File: src/rtl/fetch_unit.sv
// Instruction fetch stage: owns the PC, issues one outstanding imem read at a time,
// holds the fetched word for decode and steers the next PC from the redirect controls.
package fetch_pkg;
   localparam int         SEL_PC_WIDTH = 2;
   localparam logic [1:0] SEL_PC_ADD4  = 2'd0;
   localparam logic [1:0] SEL_PC_JAL   = 2'd1;
   localparam logic [1:0] SEL_PC_JALR  = 2'd2;
endpackage

module fetch_unit
   import fetch_pkg::*;
#(
   parameter logic [31:0] RESET_PC = 32'h0000_0000
) (
   input  logic                    clk,
   input  logic                    rst_n,
   output logic                    imem_req_valid,
   input  logic                    imem_req_ready,
   output logic [31:0]             imem_req_addr,
   input  logic                    imem_rsp_valid,
   input  logic [31:0]             imem_rsp_data,
   output logic [31:0]             code,
   output logic [31:0]             code_pc,
   output logic                    code_valid,
   input  logic                    decode_ready,
   input  logic [SEL_PC_WIDTH-1:0] pc_sel,
   input  logic [31:0]             imm,
   input  logic [31:0]             rs1_data,
   input  logic                    br_taken,
   output logic [63:0]             instret,
   output logic                    fetch_err
);

   localparam logic [6:0] OPC_BRANCH = 7'b1100011;

   typedef enum logic [2:0] {IDLE, REQ, WAIT, HOLD, ERR} state_t;

   state_t      state;
   logic [31:0] pc;
   logic [31:0] next_pc;
   logic [31:0] jalr_sum;

   assign imem_req_addr = pc;

   // NOTE: every signal assigned here gets a default first, so no latch can be inferred.
   always_comb begin
      jalr_sum = rs1_data + imm;
      next_pc  = code_pc + 32'd4;
      if (pc_sel == SEL_PC_JALR)
         next_pc = jalr_sum & ~32'h1;
      else if (pc_sel == SEL_PC_JAL)
         next_pc = code_pc + imm;
      else if (code[6:0] == OPC_BRANCH && br_taken)
         next_pc = code_pc + imm;
   end

   // NOTE: sequential state uses non-blocking assignments so all registers update together.
   always_ff @(posedge clk or negedge rst_n) begin
      if (!rst_n) begin
         state          <= IDLE;
         pc             <= RESET_PC;
         imem_req_valid <= 1'b0;
         code           <= 32'h0;
         code_pc        <= 32'h0;
         code_valid     <= 1'b0;
         instret        <= 64'h0;
         fetch_err      <= 1'b0;
      end else begin
         case (state)
            IDLE: begin
               imem_req_valid <= 1'b1;
               state          <= REQ;
            end
            REQ: begin
               if (imem_req_ready) begin
                  imem_req_valid <= 1'b0;
                  state          <= WAIT;
               end
            end
            WAIT: begin
               if (imem_rsp_valid) begin
                  code       <= imem_rsp_data;
                  code_pc    <= pc;
                  code_valid <= 1'b1;
                  state      <= HOLD;
               end
            end
            HOLD: begin
               if (decode_ready) begin
                  code_valid <= 1'b0;
                  pc         <= next_pc;
                  instret    <= instret + 64'd1;
                  // A misaligned target still retires and lands in pc, then fetch stops.
                  if (next_pc[1:0] != 2'b00) begin
                     fetch_err <= 1'b1;
                     state     <= ERR;
                  end else begin
                     imem_req_valid <= 1'b1;
                     state          <= REQ;
                  end
               end
            end
            ERR: begin
               imem_req_valid <= 1'b0;
               code_valid     <= 1'b0;
               fetch_err      <= 1'b1;
            end
            default: state <= IDLE;
         endcase
      end
   end

endmodule

File: config.mk
export PLATFORM = sky130hd
export DESIGN_NAME = fetch_unit
export DESIGN_NICKNAME = d
export VERILOG_FILES = /design/src/rtl/fetch_unit.sv
export SDC_FILE = /design/constraint.sdc
export NUM_CORES = 1
export LEC_CHECK = 0
export ABC_AREA = 1
export ABC_CLOCK_PERIOD_IN_PS = 4400
export BUFFER_PORTS_ARGS = -buffer_cell sky130_fd_sc_hd__buf_2
export CAP_MARGIN = 20
export CORE_AREA = 3 3 155 232
export CTS_BUF_LIST = sky130_fd_sc_hd__clkbuf_8
export CTS_CLUSTER_SIZE = 24
export DETAILED_ROUTE_END_ITERATION = 10
export DIE_AREA = 0 0 158 235
export PLACE_DENSITY = 0.67
export SETUP_SLACK_MARGIN = 0.3
export SYNTH_ARGS = -nofsm -noshare
export SYNTH_HDL_FRONTEND = slang
export SYNTH_SLANG_ARGS = --single-unit
File: constraint.sdc
create_clock -name clk -period 4.4 [get_ports clk]
set_input_delay 0.88 -clock clk [delete_from_list [all_inputs] [get_ports clk]]
set_output_delay 0.88 -clock clk [all_outputs]
set_load 0.02 [all_outputs]
==> results of run 1 <==
-- final cells by class --
| class | instances | area (µm²) |
|---|---|---|
| Clock buffer | 19 | 261.5 |
| Antenna cell | 1 | 2.502 |
| Fill cell | 3594 | 19010 |
| Inverter | 278 | 1044 |
| Clock inverter | 13 | 121.4 |
| Timing Repair Buffer | 277 | 1420 |
| Multi-Input combinational cell | 1441 | 7620 |
| Sequential cell | 166 | 4154 |
| Tap cell | 425 | 531.8 |
-- power by group through the flow --
stage | Sequential [µW] | Combinational [µW] | Clock, µW
2_1_floorplan | 2940 | 2250 | 0
3_3_place_gp | 2570 | 4060 | 0
3_5_place_dp | 2590 | 4100 | 0
4_1_cts | 2560 | 4120 | 1150
5_1_grt | 2630 | 4560 | 1210
6_report | 2580 | 4120 | 1120
-- kinds of logic (layout without fill, tap and decap cells) --
family | after synthesis | count (layout)
mux | 40 | 40
compound gates | 197 | 197
simple gates | 1054 | 1054
fa+ha+maj | 65 | 65
xor+xnor | 85 | 85
buf+inv | 308 | 587
flops | 166 | 166
other cells | 0 | 1
-- routing by layer --
metal | share of wire | wire length [µm] | track usage
met1 | 0.38 | 18210 | 0.2778
met2 | 0.53 | 25100 | 0.4693
met3 | 0.037 | 1751 | 0.02838
met4 | 0.052 | 2468 | 0.1364
met5 | 0 | 0 | 0
-- per-stage QoR --
step                total power [µW]  area [µm²]
floorplan                       5194       12920
global placement                6631       14770
detailed placement              6690       14770
CTS                             7830       15150
global route                    8392       15150
finish                          7811       15150
-- placed cells by master, fill, tap and decap left out, drive strengths merged, types with 2 or more instances in the layout --
master / Yosys / layout
nand2: 589 / 589
inv: 277 / 282
buf: 5 / 277
nor2: 187 / 187
dfrtp: 166 / 166
nand3: 150 / 150
a21oi: 86 / 86
o21ai: 84 / 84
ha: 63 / 63
xor2: 61 / 61
nor3: 54 / 54
nand4: 45 / 45
mux2: 40 / 40
xnor2: 24 / 24
clkbuf: 25 / 19
nor4: 12 / 12
nand3b: 10 / 10
o21bai: 7 / 7
clkinv: 1 / 7
a21o: 5 / 5
o211ai: 4 / 4
and3: 3 / 3
a31oi: 3 / 3
or2: 3 / 3
o21a: 2 / 2
o31ai: 2 / 2
a22oi: 2 / 2
fa: 2 / 2
-- worst min path at each step --
stage                          start                endpoint
2_1_floorplan   state[2]$_DFFE_PN0P_  code_valid$_DFFE_PN0P_
3_3_place_gp   fetch_err$_DFFE_PN0P_   fetch_err$_DFFE_PN0P_
3_5_place_dp   fetch_err$_DFFE_PN0P_   fetch_err$_DFFE_PN0P_
4_1_cts                        rst_n    code[13]$_DFFE_PN0P_
5_1_grt                        rst_n    code[25]$_DFFE_PN0P_
6_report                       rst_n     code[8]$_DFFE_PN0P_
-- state kept, by name, indices dropped and copies added, names as in the netlist --
signal          flops
state               3
fetch_err           1
code_pc            32
imem_req_valid      1
code_valid          1
code               32
instret            64
imem_req_addr      32
-- Yosys cell counts, types with 4 or more instances --
cell      instances  area [µm²]
clkbuf_1         25       93.84
a21o_1            5       37.54
dfrtp_1         166        4154
buf_1             4       15.01
nand3_1         148       740.7
mux2_2           40       450.4
nand4_1          45       281.5
nor4_1           10       62.56
xnor2_1          24       210.2
nor2_2            5       31.28
inv_1           275        1032
nor2_1          179       671.9
nor3_1           46       230.2
o21ai_0          84       420.4
xor2_1           61       534.3
nand3b_1         10       75.07
o21bai_1          7       52.55
a21oi_1          85       425.4
nand2_1         586        2200
o211ai_1          4       30.03
ha_1             63       788.3
nor3_2            7       70.07
==> impl_metrics.env, run 1 <==
export IMPL_status="finished clean"
export IMPL_cts_tree="done"
export IMPL_first_iter_violations=786
export IMPL_leakage_uw=0.008279
export IMPL_port_buffers=266
export IMPL_clock_power_share=0.143
export IMPL_cp_top_family="simple AND/OR/NAND/NOR gates"
export IMPL_crit_path_max_incr_delay_ns=0.56
export IMPL_relSlewSlack=0.3011
export IMPL_crit_end="imem_req_addr[22]$_DFFE_PN0P_"
export IMPL_seq_area_frac_synth=0.3215
export IMPL_synthMuxAreaShare=0.03487
export IMPL_setup_violations=0
export IMPL_cts_root_buf="clkbuf_8"
export IMPL_critical_path_class="input port to flip-flop"
export IMPL_cts_buffers=17
export IMPL_period_needed_ns=2.826
export IMPL_areaGrowthSynthToFinish_pct=17.31
export IMPL_synthAdderAreaFrac=0.06412
export IMPL_hold_slack_ns=0.4392
export IMPL_utilization=0.4435
export IMPL_hold_viol=0
export IMPL_placed_cells=2587
export IMPL_fmax_mhz=353.8
export IMPL_rr_startpoint="code_pc[2]$_DFFE_PN0P_"
export IMPL_antenna_left=0
export IMPL_ioPinCount=267
export IMPL_grt_overflow_total=0
export IMPL_internal_power_uw=3879
export IMPL_grtUsageTotal=0.2541
export IMPL_clk_pin_slew_ns=0.10
export IMPL_grt_max_degree=80
export IMPL_final_cells=2620
export IMPL_cp_startpoint="imm[15]"
export IMPL_powerDensity_nw_per_um2=515.4
export IMPL_num_rows=83
export IMPL_ys_flop_type="dfrtp_1"
export IMPL_synth_nets=2084
export IMPL_postCtsSetupBuffers=0
export IMPL_die_area_um2=37130
export IMPL_drc=0
export IMPL_critPathMostFrequentCell="nand3_1"
export IMPL_final_setup_tns_ns=0
export IMPL_yosys_area_share_simple=0.3506
export IMPL_end_kind="flip-flop"
export IMPL_dp_slack_ns=1.170
export IMPL_cts_hold_buf=0
export IMPL_tightest_slew_ns=1.039
export IMPL_dr_total_vias=13530
export IMPL_r2r_cells=12
export IMPL_finalMaxSlewViolations=0
export IMPL_cap_violations=0
export IMPL_grt_pass1_vias=13749
export IMPL_cp_start_kind="input port"
export IMPL_synthArstFlopShare=1.000
export IMPL_required_ns=4.79
export IMPL_gp_congestion=0.9858
export IMPL_antenna_found_initial=2
export IMPL_power_switching_uw=3932
export IMPL_synth_top_family_by_area="simple AND/OR/NAND/NOR gates"
export IMPL_h_tree_depth=4
export IMPL_period_share=0.6424
export IMPL_via_per_inst=5.164
export IMPL_cts_resized=0
export IMPL_synth_compound_area_frac=0.08165
export IMPL_grt_setup_unrepaired="no"
export IMPL_critPathMaxFanout=5
export IMPL_sw_frac_of_total=0.5034
export IMPL_wire_per_inst_um=18.14
export IMPL_synth_edf_count=0
export IMPL_firstDrtPassIters=5
export IMPL_power_frac_seq=0.330
export IMPL_nNetsFinal=2350
export IMPL_clockBufferDepth=2
export IMPL_die_height_um=235
export IMPL_hold_class="input port to asynchronous set/reset pin"
export IMPL_insertion_delay_ns=0.49
export IMPL_clock_sinks=166
export IMPL_critPathBufInv=2
export IMPL_die_x_um=158
export IMPL_wirelength_mm=47.53
export IMPL_start_util=0.3781
export IMPL_worstReg2RegEnd="imem_req_addr[24]$_DFFE_PN0P_"
export IMPL_comb_power_share=0.527
export IMPL_coreArea_um2=34170
export IMPL_yosysUniqueCellTypes=43
export IMPL_avgSynthCellArea_um2=6.746
export IMPL_post_dp_hpwl_mm=38.75
export IMPL_syn_area_um2=12920
export IMPL_irDropWorstVdd_v=0.0002306
export IMPL_grt_first_pass_wirelength_mm=73.04
export IMPL_slowest_stage="nor3_1"
export IMPL_drive_above_1_share=0.1718
export IMPL_rrSetupSlack_ns=1.81
export IMPL_final_setup_skew_ns=0.01620
export IMPL_worst_slack_ns=1.574
export IMPL_crit_chain="buf_2 > ha_1 > nand2_1 > inv_1 > nand3_1 > nor3_1 > nand3_1 > nand3_1 > nand2_1 > nand3_1 > nand2_1 > a21oi_1 > nor2_1"
export IMPL_yosys_warnings=0
export IMPL_cp_depth=13
export IMPL_synth_cells=1915
export IMPL_cp_arrival_ns=3.22
export IMPL_synth_seq_cells=166
export IMPL_synth_xor_area_frac=0.05763
No activity file was read; power rests on OpenSTA's default activity.
==> run 2, diff against run 1 <==
Settings changed: ABC_CLOCK_PERIOD_IN_PS 4400 to 2550, PLACE_DENSITY 0.67 to 0.7.
Clock period 4.4 ns to 2.55 ns, I/O delays scaled along.
==> impl_metrics.env, run 2 (synthesized netlist as in run 1, its figures left out) <==
export IMPL_leakage_uw=0.008813
export IMPL_antenna_found_initial=1
export IMPL_relSlewSlack=0.4813
export IMPL_hold_slack_ns=0.2316
export IMPL_irDropWorstVdd_v=0.0004981
export IMPL_setup_violations=0
export IMPL_status="finished clean"
export IMPL_clockBufferDepth=2
export IMPL_drive_above_1_share=0.2429
export IMPL_hold_class="input port to flip-flop"
export IMPL_grt_overflow_total=0
export IMPL_post_dp_hpwl_mm=40.64
export IMPL_grt_setup_unrepaired="yes"
export IMPL_finalMaxSlewViolations=0
export IMPL_powerDensity_nw_per_um2=896.2
export IMPL_first_iter_violations=1035
export IMPL_final_cell_mix="569 x nand2_1, 276 x inv_1, 265 x buf_2, 169 x nor2_1, 150 x dfrtp_1"
export IMPL_tightest_slew_ns=0.7710
export IMPL_cp_start_kind="flip-flop"
export IMPL_cts_tree="done"
export IMPL_die_height_um=235
export IMPL_grt_max_degree=50
export IMPL_insertion_delay_ns=0.50
export IMPL_coreArea_um2=34170
export IMPL_period_needed_ns=2.202
export IMPL_ioPinCount=267
export IMPL_firstDrtPassIters=6
export IMPL_cap_violations=0
export IMPL_wirelength_mm=51.36
export IMPL_fmax_mhz=454.2
export IMPL_period_share=0.8634
export IMPL_critPathMaxFanout=5
export IMPL_fillCellCount=3445
export IMPL_routed_top_layer="met4"
export IMPL_met2WireLength_mm=26.23
export IMPL_antenna_left=0
export IMPL_cts_buffers=17
export IMPL_largest_reg_flops=64
export IMPL_cp_arrival_ns=2.61
export IMPL_grt_first_pass_wirelength_mm=77.98
export IMPL_wire_per_inst_um=18.95
export IMPL_critical_path_class="flip-flop to flip-flop"
export IMPL_drc=0
export IMPL_seq_area_um2=4174
export IMPL_met3_length_mm=2.934
export IMPL_areaGrowthSynthToFinish_pct=27.04
export IMPL_port_buffers=266
export IMPL_met1_length_mm=19.08
export IMPL_num_rows=83
export IMPL_grt_pass1_vias=14229
export IMPL_top_register="instret"
export IMPL_multi_input_area_um2=8058
export IMPL_gp_congestion=1.002
export IMPL_final_setup_skew_ns=0.02079
export IMPL_dr_total_vias=14348
export IMPL_h_tree_depth=4
export IMPL_required_ns=2.95
export IMPL_end_kind="flip-flop"
export IMPL_nNetsFinal=2441
export IMPL_clk_pin_slew_ns=0.10
export IMPL_final_setup_tns_ns=0
export IMPL_grtUsageTotal=0.2714
export IMPL_hold_viol=0
export IMPL_start_util=0.3781
export IMPL_clock_sinks=166
export IMPL_layout_commonest_cell="nand2_1"
export IMPL_die_area_um2=37130
export IMPL_die_x_um=158
export IMPL_via_per_inst=5.293
export IMPL_cts_root_buf="clkbuf_8"
run 2: final timing paths:
path,depth (start not counted),slack [ns],to,startpoint
worst max-delay path,14,0.35,instret[58]$_DFFE_PN0P_,instret[0]$_DFFE_PN0P_
worst min-delay path,2,0.23,code[29]$_DFFE_PN0P_,imem_rsp_data[29]
worst max register to register,14,0.35,instret[58]$_DFFE_PN0P_,instret[0]$_DFFE_PN0P_
worst min register to register,2,0.47,fetch_err$_DFFE_PN0P_,fetch_err$_DFFE_PN0P_
max in group asynchronous,3,1.27,code[20]$_DFFE_PN0P_,rst_n
min in group asynchronous,2,0.54,instret[42]$_DFFE_PN0P_,rst_n
run 2: per-stage QoR:
step	std cells	total power (µW)	setup slack (ns)	cell area, µm²	utilization
3_3_place_gp	2655	11940	-0.04320	15370	0.4498
5_1_grt	2711	15710	0.1985	16410	0.4804
4_1_cts	2693	14170	0.3020	15880	0.4648
2_1_floorplan	1915	8962	0.3522	12920	-
3_5_place_dp	2655	12050	-0.01571	15370	0.4498
6_report	2711	14710	0.3484	16410	0.4804
run 2: cell type report:
type / instances / share of cell area
clock inverter: 12 / 0.006251
clock buffer: 20 / 0.01677
sequential: 166 / 0.2543
timing repair buffer: 368 / 0.1354
multi-input combinational: 1441 / 0.4910
inverter: 278 / 0.06373
antenna: 1 / 0.0001525
tap: 425 / 0.03240
run 2: power breakdown:
| part | total, µW | internal, µW | leakage (µW) | switching, µW |
|---|---|---|---|---|
| sequential | 4330 | 3460 | 0.00202 | 875 |
| clock | 1940 | 847 | 0.000203 | 1090 |
| combinational | 8430 | 3140 | 0.00659 | 5300 |
run 2: metal layers:
layer | track usage | vias up
li1 | - | 6883
met1 | 0.3084 | 6715
met2 | 0.4811 | 594
met3 | 0.03630 | 156
met4 | 0.1513 | 0
met5 | 0 | -
run 2: what timing repair did:
item,4_1_cts,5_1_grt
gates resized for setup,20,87
hold buffers,1,0
pin swaps,3,17
endpoints found under the hold margin,45,0
setup buffers,5,17
setup endpoints to repair,27,42
run 2: worst max-delay path: stages, from the launching register on:
cell and delay, ns:
dfrtp_1 0.42, ha_2 0.24, nand3_4 0.10, inv_2 0.10, nand2_4 0.06, inv_4 0.06, nand2_4 0.05, nor2_4 0.14
nand2_2 0.09, nor3_4 0.25, nand3_2 0.16, nor2_4 0.26, nand2_1 0.08, nand2_1 0.07, nand2_1 0.04
